==> src/rtl/uart_baudgen_prog.sv <==
// Runtime-programmable fractional baud generator: a phase accumulator emits tick_os on each
// carry, and every OVERSAMPLE-th carry also emits tick_1x. Rate changes are staged in a shadow.
module uart_baudgen_prog #(
    parameter int unsigned ACCWIDTH    = 24,
    parameter int unsigned OVERSAMPLE  = 16,
    parameter int unsigned DEFAULT_INC = 1611
) (
    input  logic                clk,
    input  logic                rst,
    input  logic                en,
    input  logic [ACCWIDTH-1:0] inc_in,
    input  logic                inc_load,
    input  logic                resync,
    output logic                tick_os,
    output logic                tick_1x,
    output logic                inc_pend,
    output logic [ACCWIDTH-1:0] inc_cur
);
    localparam int unsigned SubW = $clog2(OVERSAMPLE);
    localparam logic [SubW-1:0] SubLast = SubW'(OVERSAMPLE - 1);
    localparam logic [SubW-1:0] SubMid = SubW'(OVERSAMPLE / 2);
    localparam logic [ACCWIDTH-1:0] IncRst = ACCWIDTH'(DEFAULT_INC);

    logic [ACCWIDTH-1:0] acc_q, acc_d;
    logic [ACCWIDTH-1:0] inc_act_q, inc_act_d;
    logic [ACCWIDTH-1:0] shadow_q, shadow_d;
    logic [SubW-1:0]     sub_q, sub_d;
    logic                pend_q, pend_d;
    logic                tick_os_q, tick_os_d;
    logic                tick_1x_q, tick_1x_d;
    logic [ACCWIDTH:0]   sum;
    logic                carry;

    always_comb begin
        sum       = {1'b0, acc_q} + {1'b0, inc_act_q};
        carry     = sum[ACCWIDTH];
        acc_d     = acc_q;
        sub_d     = sub_q;
        inc_act_d = inc_act_q;
        shadow_d  = shadow_q;
        pend_d    = pend_q;
        tick_os_d = 1'b0;
        tick_1x_d = 1'b0;
        if (resync) begin
            // Restart at phase zero half a bit early so tick_1x lands mid-bit.
            acc_d  = '0;
            sub_d  = SubMid;
            pend_d = 1'b0;
            if (inc_load) begin
                inc_act_d = inc_in;
            end else if (pend_q) begin
                inc_act_d = shadow_q;
            end
        end else if (en) begin
            acc_d     = sum[ACCWIDTH-1:0];
            tick_os_d = carry;
            tick_1x_d = carry && (sub_q == SubLast);
            if (carry) begin
                sub_d = sub_q + 1'b1;
                // Commit only at a tick boundary so no period is shortened or stretched.
                if (pend_q) begin
                    inc_act_d = shadow_q;
                    pend_d    = 1'b0;
                end
            end
            if (inc_load) begin
                shadow_d = inc_in;
                pend_d   = 1'b1;
            end
        end else if (inc_load) begin
            inc_act_d = inc_in;
            pend_d    = 1'b0;
        end
    end

    always_ff @(posedge clk) begin
        if (rst) begin
            acc_q     <= '0;
            sub_q     <= '0;
            inc_act_q <= IncRst;
            shadow_q  <= '0;
            pend_q    <= 1'b0;
            tick_os_q <= 1'b0;
            tick_1x_q <= 1'b0;
        end else begin
            acc_q     <= acc_d;
            sub_q     <= sub_d;
            inc_act_q <= inc_act_d;
            shadow_q  <= shadow_d;
            pend_q    <= pend_d;
            tick_os_q <= tick_os_d;
            tick_1x_q <= tick_1x_d;
        end
    end

    assign tick_os  = tick_os_q;
    assign tick_1x  = tick_1x_q;
    assign inc_pend = pend_q;
    assign inc_cur  = inc_act_q;

endmodule

==> config.mk <==
export PLATFORM = sky130hd
export DESIGN_NAME = uart_baudgen_prog
export DESIGN_NICKNAME = d
export VERILOG_FILES = /design/src/rtl/uart_baudgen_prog.sv
export SDC_FILE = /design/constraint.sdc
export NUM_CORES = 1
export LEC_CHECK = 0
export BUFFER_PORTS_ARGS = -buffer_cell sky130_fd_sc_hd__clkbuf_2
export CORE_MARGIN = 2
export CORE_UTILIZATION = 50
export DETAILED_ROUTE_END_ITERATION = 6
export PLACE_DENSITY = 0.69
export SLEW_MARGIN = 20
export SYNTH_ARGS = -nofsm -noshare
export SYNTH_HDL_FRONTEND = slang
export SYNTH_SLANG_ARGS = --single-unit
==> constraint.sdc <==
create_clock -name clk -period 4.3 [get_ports clk]
set_input_delay 0.645 -clock clk [delete_from_list [all_inputs] [get_ports clk]]
set_output_delay 0.645 -clock clk [all_outputs]
set_load 0.05 [all_outputs]
==> run summary <==
syn avg cell area = 7.95 µm²
Tmin final = 3.10 ns
Post-synth EDFFs = 0
HP Start = shadow_q[0]
cts hold-fix bufs = 0
Slew Viols, Final = 0
first-pass GRT wire length = 18500 µm
GRT met3 Usage = 0.0351
status = finished clean
worst slew pin tran = 1.03 ns
Worst EP required = 4.50 ns
FFs w/ async S/R, synth = 0
critical path type = flop to flop
GRT Resource Usage Total = 0.231
Detailed Route Iter0 Violations = 188
Post-Syn Instances = 569
maximum VDD drop = 0.199 mV
maximum fanout along the worst path = 30
Max Clk Rate = 0.323 GHz
Most used DFF post-synth = dfxtp_1
hold path endpoint = shadow_q[0]
Die Y = 99.1 µm
Final Hold Viols = 0
CTS Sinks = 79
Die X-Extent = 99.1 µm
Port Buffer Count = 55
Reg area = 0.00158 mm²
Clk pwr share = 0.332
fin crit share = 0.721
Post-Route WL = 11200 µm
initial antenna violation count = 0
IO Pins = 56
critical path arrival = 3.30 ns
mean routed wirelength per cell = 15.5 µm
sequential share of power = 0.458
vias per cell = 5.71
Internal = 0.00119 W
synthesized flop and latch total = 79
CTS clock-pin slew for the worst setup and hold paths = 0.08 ns
H-tree lvl count = 3
final non-filler cell total = 718
Comb pwr share = 0.210
NetSw = 0.000581 W
final net count = 660
busiest grt layer = met2
grt met2 use = 0.362
# Max-Cap Violations = 0
startpoint type of the worst setup path = flop
post-CTS setup buffer count = 0
DRT Pass-1 Iters = 7
P per Cell Area = 351 mW/mm²
routability cong. = 0.898
Synth-to-Final Area Change = 11.3%
core area = 0.00876 mm²
Post-DP Area = 0.00480 mm²
R2R setup slack = 1.20 ns
DRT antenna net count = 0
n_diodes = 0
setup_tns = 0 ns
register area share after synthesis = 0.350
RSZ-0062 raised after global routing = no
switching share of power = 0.329
TritonCTS buffer count = 9
Hold Crit Class = flop to flop
final clock skew = 0.0119 ns
Clock Latency Late Sink = 0.36 ns
Crit. End Element = flop
P_leak = 2.11 nW
Worst R2R End = inc_cur[0]
Yosys warning total = 0
grt total ovfl = 0
Initial Util = 0.516
Mapped Area = 0.00452 mm²
layout cells sized above 1 = 0.139
# fillers = 839
multi-input logic area = 0.00278 mm²
Design Area, Final = 0.00503 mm²
CTS Buffer Depth = 2
vias in the first global route = 3831
vias = 4100
drt drc = 0
row count = 34
full die area = 0.00982 mm²
Placed Cells = 701
net count after synthesis = 624
# setup viols final = 0
R2R cell count = 9
M1 GR Usage = 0.334
CTS tree = done
largest net degree at the start of global routing = 58
post-cts sizing count = 0
Slew headroom = 0.310
Yosys cell types = 50
root buf cell = clkbuf_8
worst r2r src = inc_cur[0]
Hold Crit Depth = 2
dpl hpwl = 7830 µm
Setup crit start = inc_cur[0]
[routing by layer]
metal,vias up,wire [µm]
met5,-,0
met4,0,138
met3,12,523
met2,90,5060
met1,1922,5430
li1,2076,-
[flip-flops by register name, indices dropped and copies added (netlist names)]
name and cells:
acc_q 24, sub_q 4, shadow_q 24, inc_pend 1, inc_cur 24, tick_os 1
tick_1x 1
[cell usage after synthesis, drive strengths merged, types with 4 or more instances]
cell type | count | share of area
a211oi | 7 | 0.013
a21o | 5 | 0.0083
a21oi | 84 | 0.094
a31oi | 6 | 0.0097
buf | 11 | 0.016
clkbuf | 22 | 0.019
dfxtp | 79 | 0.35
ha | 25 | 0.069
mux2i | 54 | 0.12
nand2 | 82 | 0.069
nand3 | 10 | 0.011
nand4 | 5 | 0.0069
nor2 | 86 | 0.071
nor3 | 14 | 0.017
o211ai | 7 | 0.014
o21ai | 20 | 0.023
or3 | 4 | 0.0055
xnor2 | 10 | 0.019
xor2 | 8 | 0.015
[area by class of cell]
cell class	instances	share of cell area
clock buffer	10	0.0273
clock inverter	6	0.0134
sequential	79	0.314
tap	108	0.0268
multi-input combinational	454	0.553
inverter	3	0.00224
timing repair buffer	58	0.0631
[worst max-delay path by stage]
| stage | endpoint | slack [ns] | cells past startpoint |
|---|---|---|---|
| 5_1_grt | inc_cur[9] | 0.96 | 9 |
| 4_1_cts | inc_cur[0] | 1.22 | 9 |
| 3_3_place_gp | inc_cur[8] | 1.22 | 8 |
| 6_report | inc_cur[0] | 1.20 | 9 |
| 2_1_floorplan | inc_cur[10] | 1.77 | 11 |
| 3_5_place_dp | inc_cur[4] | 1.10 | 8 |
[power groups by stage]
stage / combinational, W / clock, W / sequential [W]
2_1_floorplan: 0.000226 / 0 / 0.000875
4_1_cts: 0.000366 / 0.000598 / 0.000809
3_5_place_dp: 0.000364 / 0 / 0.000826
3_3_place_gp: 0.000356 / 0 / 0.000824
5_1_grt: 0.000406 / 0.000627 / 0.000814
6_report: 0.000371 / 0.000588 / 0.000809
[layout by cell type, fill, tap and decap left out, drive strengths merged, types with 6 or more instances in the layout]
cell type  instances
nand2             82
nor3              14
nor2              86
a211oi             7
o211ai             7
o21ai             20
xor2               8
dfxtp             79
xnor2             10
a31oi              6
mux2i             54
clkbuf            65
nand3             10
ha                25
a21oi             84
[metrics by stage]
stage                util  power [W]  hold WS, ns  worst slack, ns
finish              0.575    0.00177        0.457             1.20
global route        0.575    0.00185        0.485            0.956
CTS                 0.571    0.00177        0.461             1.22
detailed placement  0.548    0.00119        0.450             1.10
global placement    0.548    0.00118        0.441             1.22
floorplan               -    0.00110        0.429             1.77
[worst max-delay path, cell delays in order, from the launching register on]
cell and delay (ns):
dfxtp_1 0.35, ha_1 0.25, fa_1 0.44, a211oi_2 0.22
o21ai_2 0.13, o211ai_2 0.24, a31o_1 0.41, nand2_2 0.52
nor3_1 0.30, a21oi_1 0.07
[cell families (layout without fill, tap and decap cells)]
group,count (synthesis),count (layout),share of synthesized area
AOI/OAI and AO/OA,143,143,0.187
DFF,79,79,0.350
muxes,54,54,0.120
adders and majority gates,26,26,0.0736
buffers and inverters,36,77,0.0371
xor gates and xnor gates,18,18,0.0349
and+or+nand+nor,213,213,0.198
Power figures use the tool's default switching activity.
